===== config.mk =====
export PLATFORM = sky130hd
export DESIGN_NAME = instruction_fetch_stage
export DESIGN_NICKNAME = d
export VERILOG_FILES = /design/src/rtl/instruction_fetch_stage_pkg.sv /design/src/rtl/if_id_register.sv /design/src/rtl/instruction_fetch_stage.sv
export SDC_FILE = /design/constraint.sdc
export NUM_CORES = 1
export LEC_CHECK = 0
export ABC_AREA = 1
export BUFFER_PORTS_ARGS = -buffer_cell sky130_fd_sc_hd__buf_2
export CAP_MARGIN = 20
export CELL_PAD_IN_SITES_DETAIL_PLACEMENT = 0
export CELL_PAD_IN_SITES_GLOBAL_PLACEMENT = 1
export CORE_MARGIN = 4
export CORE_UTILIZATION = 30
export CTS_CLUSTER_SIZE = 16
export DETAILED_ROUTE_END_ITERATION = 8
export GPL_TIMING_DRIVEN = 0
export PLACE_DENSITY_LB_ADDON = 0.1
export SYNTH_ARGS = -nofsm -noshare
export SYNTH_HDL_FRONTEND = slang
export SYNTH_SLANG_ARGS = --single-unit

===== constraint.sdc =====
create_clock -name clk -period 1.4 [get_ports clk]
set_clock_uncertainty 0.1 [all_clocks]
set_input_delay 0.14 -clock clk [delete_from_list [all_inputs] [get_ports clk]]
set_output_delay 0.14 -clock clk [all_outputs]
set_load 0.005 [all_outputs]

===== src/rtl/instruction_fetch_stage_pkg.sv =====
// instruction_fetch_stage_pkg: shared fetch-stage widths, reset PC, bubble encoding and PC stride
package instruction_fetch_stage_pkg;
    localparam int          INSTR_W          = 32;
    localparam logic [31:0] RESET_PC_DEFAULT = 32'd0;
    localparam logic [31:0] NOP              = 32'd0;
    localparam logic [31:0] PC_INC           = 32'd4;
endpackage


===== src/rtl/if_id_register.sv =====
// if_id_register: IF/ID pipeline register; flush clears to a bubble, freeze holds
module if_id_register
    import instruction_fetch_stage_pkg::*;
#(
    parameter int N = INSTR_W
) (
    input  logic         clk,
    input  logic         rst,
    input  logic         freeze,
    input  logic         flush,
    input  logic [N-1:0] pc_in,
    input  logic [N-1:0] instr_in,
    output logic [N-1:0] pc_out,
    output logic [N-1:0] instr_out,
    output logic         valid_out
);
    always_ff @(posedge clk) begin
        if (rst || flush) begin
            pc_out    <= '0;
            instr_out <= N'(NOP);
            valid_out <= 1'b0;
        end else if (!freeze) begin
            pc_out    <= pc_in;
            instr_out <= instr_in;
            valid_out <= 1'b1;
        end
    end
endmodule


===== src/rtl/instruction_fetch_stage.sv =====
// instruction_fetch_stage: PC, next-PC select and IF/ID register; IF_PERF_COUNTERS_EN adds fetch/flush counters
module instruction_fetch_stage
    import instruction_fetch_stage_pkg::*;
#(
    parameter int           N        = INSTR_W,
    parameter logic [N-1:0] RESET_PC = N'(RESET_PC_DEFAULT)
) (
    input  logic         clk,
    input  logic         rst,
    input  logic         freeze,
    input  logic         branch_taken,
    input  logic [N-1:0] branch_addr,
    output logic [N-1:0] imem_addr,
    input  logic [N-1:0] imem_instr,
    output logic [N-1:0] pc_id,
    output logic [N-1:0] instr_id,
    output logic         valid_id
`ifdef IF_PERF_COUNTERS_EN
    ,
    output logic [31:0]  fetch_count,
    output logic [31:0]  flush_count
`endif
);
    logic [N-1:0] r_pc;
    logic [N-1:0] w_pc_plus4;
    logic [N-1:0] w_target;
    assign w_pc_plus4 = r_pc + N'(PC_INC);
    // low address bits are silently dropped; misaligned targets are not an error
    assign w_target   = branch_addr & ~N'(3);
    assign imem_addr  = r_pc;
    always_ff @(posedge clk) begin
        if (rst)
            r_pc <= RESET_PC;
        else
            r_pc <= branch_taken ? w_target : freeze ? r_pc : w_pc_plus4;
    end
    if_id_register #(.N(N)) u_if_id (
        .clk      (clk),
        .rst      (rst),
        .freeze   (freeze),
        .flush    (branch_taken),
        .pc_in    (w_pc_plus4),
        .instr_in (imem_instr),
        .pc_out   (pc_id),
        .instr_out(instr_id),
        .valid_out(valid_id)
    );
`ifdef IF_PERF_COUNTERS_EN
    always_ff @(posedge clk) begin
        if (rst) begin
            fetch_count <= '0;
            flush_count <= '0;
        end else begin
            if (!branch_taken && !freeze)
                fetch_count <= fetch_count + 32'd1;
            if (branch_taken)
                flush_count <= flush_count + 32'd1;
        end
    end
`endif
endmodule

**After elaboration in Yosys (flattened, before gate mapping)**

Index checks and enable logic that the tools add are counted.
W data, S select, Z words.

- Eq/ne operators: 1
- Reduce and logical (&&, ||, !) cells: 2
- Muxes and demuxes: 2
- Add/subtract/negate cells: 1

Operator list:

| cell | number |
|---|---|
| $mux W32 | 2 |
| $add A32 B3 Y32 const B | 1 |
| $ne A2 B1 Y1 const B | 1 |
| $reduce_or A2 Y1 | 1 |
| $logic_or A1 B1 Y1 | 1 |

- Bits of input ports: 68
- Register bits: 97
- Output and inout port bits: 97
- Logic and storage cells: 11

**Depth between registers and ports, before layout**

- Depth in word-level cells: 3
- Depth in mapped cells: 9
- Depth with buffers taken out: 9

**Modules after synthesis**

Synthesis repeated with hierarchy kept, for this count alone.

- Cell total of the unflattened synthesis: 771
- Area total of the unflattened synthesis: 4912.2 um^2

Modules (own cells, without submodules):

| module | times used | cells an instance | area each (um^2) | seq. area each (um^2) |
|---|---|---|---|---|
| if_id_register | 1 | 409 | 2658.8 | 1301.2 |
| instruction_fetch_stage | 1 | 362 | 2253.4 | 600.6 |

**Worst setup path after synthesis**

OpenSTA, ideal clock, no wires.

- Kind: reg-to-reg
- From: register r_pc[2], in the netlist imem_addr[2]
- To: register r_pc[22], in the netlist imem_addr[22]
- Buffers on the path: 0
- Stages on the path, launching flop included: 9
- Period minus slack after synthesis: 1.441 ns
- Required time: 1.185 ns
- Path slack: -0.041 ns
- Setup time: 0.115 ns
- Arrival: 1.226 ns
- Path through: dfxtp_1 ha_1 nand2_1 nor2_4 nand2_2 nor2_4 nand3_1 nand3_1 nand2_1

- Word-level cells in the longest chain between the ends: 3

Ends and longest elaborated chain:

| what | RTL line | text |
|---|---|---|
| start, declared | instruction_fetch_stage.sv:24 | `logic [N-1:0] r_pc;` |
| start signal, assigned | instruction_fetch_stage.sv:35 | `r_pc <= branch_taken ? w_target : freeze ? r_pc : w_pc_plus4;` |
| $add A32 B3 Y32 | instruction_fetch_stage.sv:27 | `assign w_pc_plus4 = r_pc + N'(PC_INC);` |
| $mux W32 (2 in series) | instruction_fetch_stage.sv:35 |  |

No other way between the ends. The select of a mux whose other input is x is not followed.
A chain may end at the register's enable or synchronous reset.

**Worst setup path in the final report**

- From: register r_pc[2], in the netlist imem_addr[2]
- To: register u_if_id.pc_out[28]

- Word-level cells in the longest chain between the ends: 1

Ends and longest elaborated chain:

| what | RTL line | text |
|---|---|---|
| $add A32 B3 Y32 | instruction_fetch_stage.sv:27 |  |
| end signal, assigned | if_id_register.sv:23 | `pc_out <= pc_in;` |
| end, declared | if_id_register.sv:13 | `output logic [N-1:0] pc_out,` |

No other way between the ends.

==> results.md <==
- Worst-path clk slew: 0.07 ns
- Reg2reg end: u_if_id.pc_out[28]
- Pwr/cell area: 958 mW/mm^2
- Fin crit period: 1.62 ns
- Worst-Margin Slew: 0.584 ns
- Peak fanout along the critical path: 5
- CP bufs+invs: 1
- Failing checks: negative setup slack
- Design area: 0.00653 mm^2
- First-pass GRT wire length: 24200 um
- DR pass1 iterations: 5
- M1 GR Usage: 22.1%
- CTS sink cnt: 93
- Peak VDD IR: 544 uV
- Core Rows: 43
- CTS tree: done
- Max-cap viol count: 0
- Initial antenna violation count: 3
- Total core area: 0.0138 mm^2
- N_diodes: 0
- Area Growth Syn to Fin: 54.4%
- Gate Count Post-Synth: 633
- Die W: 127 um
- CP Launch Type: register
- Most frequent cells in the layout: 267 x nand2_1, 160 x buf_2, 75 x dfxtp_1
- Placed cell areas: 0.00528 mm^2
- GRT met3 Usage: 4.93%
- Fillers: 1411
- Setup TNS: -3.88 ns
- Crit-path cells: ha_4 > nand2_4 > nor2_4 > buf_6 > nand3_4 > nor2_4 > nand3_2 > nand3_2 > nand2_1
- GR Util met2: 33.3%
- Syn avg cell area: 6.68 um^2
- Status: finished, violations left
- Register area: 0.00189 mm^2
- Die area: 0.0161 mm^2
- Synth top area share: 44.0%
- Multi-input combinational cell area: 0.00232 mm^2
- Synth Area in Compound Gates: 9.74%
- Leading area contributor after synthesis: dfxtp_1
- Fin Hold WS: 0.00626 ns
- Share of cells above drive strength 1: 32.7%
- Worst path required time: 1.55 ns
- RSZ-0062 raised after global routing: true
- Multiplexer area fraction after synthesis: 0%
- Overall Global Routing Usage: 18.8%
- Worst EP arrival: 1.76 ns
- # placed instances: 972
- CTS H-Tree Depth: 3
- Root buffer cell: clkbuf_16
- CP top delay family: simple AND/OR/NAND/NOR gates
- Static leakage: 3.23 nW
- Final Hold Fails: 0
- Clock Path Buffers: 2
- Main combinational cell family by area after synthesis: simple AND/OR/NAND/NOR gates
- Max Freq: 619 MHz
- Port Buffers: 156
- Mapped cell area: 0.00423 mm^2
- RePlAce Congestion: 0.877
- Total CTS buffers: 9
- Vias per cell: 4.51
- CP endpoint kind: register
- Commonest non-fill, non-tap cell in the layout: nand2_1
- Critical Path Sink: u_if_id.pc_out[28]
- Sequential-to-total area share from yosys stat: 44.0%
- Die H: 127 um
- Depth of the worst register-to-register path: 9
- Synth Area in XOR/XNOR: 0.622%
- Slew headroom: 61.0%
- DRT Wirelength: 14800 um
- Period utilization: 115%
- Post-synthesis register bit count: 93
- DRC Markers: 0
- Yosys warns: 0
- Number of setup violations in the final report: 41
- Hpwl dp: 11100 um
- Setup crit start: imem_addr[2]
- R2R Setup Slk: -0.22 ns
- Min-Delay Path Class: in -> reg
- Max Slew Vio Count: 0
- Initial Util: 30.6%
- Post-synthesis adder-cell area fraction: 0.296%
- Post-synthesis simple-gate area fraction: 37.2%
- GRT overflow: 0
- Setup WS post-layout: -0.216 ns
- Distinct cells, synth: 29
- # IOs: 165
- Worst-Skew Late Latency: 0.35 ns
- Initial DRC count: 226
- Gr busiest metal: met2
- Crit Path Class: reg -> reg
- Vias in the first global route: 4837
- Async S/R FF share, synth: 0%
- Reg2Reg Launch Point: imem_addr[2]
- Largest net degree at the start of global routing: 16
- Primary FF master, synth: dfxtp_1
- Final net count: 939
- Levels on crit path: 9
- Ranking of synthesized cells by area: dfxtp_1 44%, nand2_1 25%, nand3_1 5.6%, a21oi_1 4.1%, o21ai_0 4.1%
- Critical Path Max Stage Delay: 0.37 ns
- Via count: 4758
- DR WL/cell: 14.0 um
- Fin cells: 1055
- Number of flops mapped to enable cells by yosys: 0
- Critical Path Slowest Stage Cell: dfxtp_4
- Routed Antenna Nets: 0
worst min path at each step:
stage                               start                     to  slack [ns]  cells after the start
final                      branch_addr[6]           imem_addr[6]       0.006                      5
after global routing         branch_taken     u_if_id.pc_out[25]        0.02                      4
after CTS                 branch_addr[27]          imem_addr[27]       0.002                      5
after detailed placement   imem_instr[31]  u_if_id.instr_out[31]        0.28                      2
after global placement     imem_instr[31]  u_if_id.instr_out[31]        0.27                      2
after floorplan            imem_instr[31]  u_if_id.instr_out[31]        0.18                      1
sequential cells by signal, indices dropped and copies added, names as in the netlist:
| name | cells |
|---|---|
| u_if_id.pc_out | 30 |
| u_if_id.valid_out | 1 |
| u_if_id.instr_out | 32 |
| imem_addr | 30 |
kinds of logic (layout without fill, tap and decap cells):
kind of cell               count (synthesis)  after routing
AOI/OAI and AO/OA                         79             79
and+or+nand+nor                          378            378
buffers and inverters                     78            317
adders and majority gates                  1              1
DFF                                       93             93
other                                      1              4
xor gates and xnor gates                   3              3
stage by stage:
step                      setup slack (ns)  power [mW]  utilization (%)
after floorplan                    0.00657        3.21                -
after global placement              -0.316        3.52             38.2
after detailed placement            -0.337        3.52             38.2
after CTS                           -0.170        6.32             46.1
after global routing                -0.318        6.52             47.2
final                               -0.216        6.25             47.2
per-layer routing:
metal | vias up | wire length (um)
met5 | - | 34
met4 | 6 | 191
met1 | 2145 | 6280
li1 | 2449 | -
met3 | 19 | 1120
met2 | 139 | 7170
worst min-delay path, delay by kind of cell:
kind	cells	cell delay [ns]
AOI/OAI and AO/OA	1	0.06
and+or+nand+nor	3	0.14
buffers and inverters	1	0.08
power by group:
| group | leakage, nW | switching, mW | internal, mW |
|---|---|---|---|
| registers | 0.766 | 0.109 | 2.75 |
| logic | 2.31 | 0.381 | 0.358 |
| clock network | 0.159 | 1.09 | 1.56 |
final cells by class:
type / count / area share (%)
inverter: 50 / 2.99
clock buffer: 9 / 3.45
tap: 180 / 3.45
multi-input combinational: 465 / 35.6
sequential: 93 / 29.0
clock inverter: 7 / 1.36
timing repair buffer: 223 / 21.9
buffer: 28 / 2.26
cell usage after synthesis, drive strengths merged (2+ instances only):
cell type and n:
nand2 280, dfxtp 93, inv 49, nand3 48, nor2 47, o21ai 39, a21oi 35, buf 15
clkbuf 13, a22o 3, xor2 3, o211ai 2
timing repair:
| action | in CTS | in global routing |
|---|---|---|
| hold endpoints to repair | 50 | 0 |
| hold buffers | 50 | 0 |
| gates resized for setup | 70 | 21 |
| buffers inserted | 10 | 7 |
| pin swaps | 22 | 18 |
| setup endpoints to repair | 44 | 52 |
No activity file was read; power rests on OpenSTA's default activity.
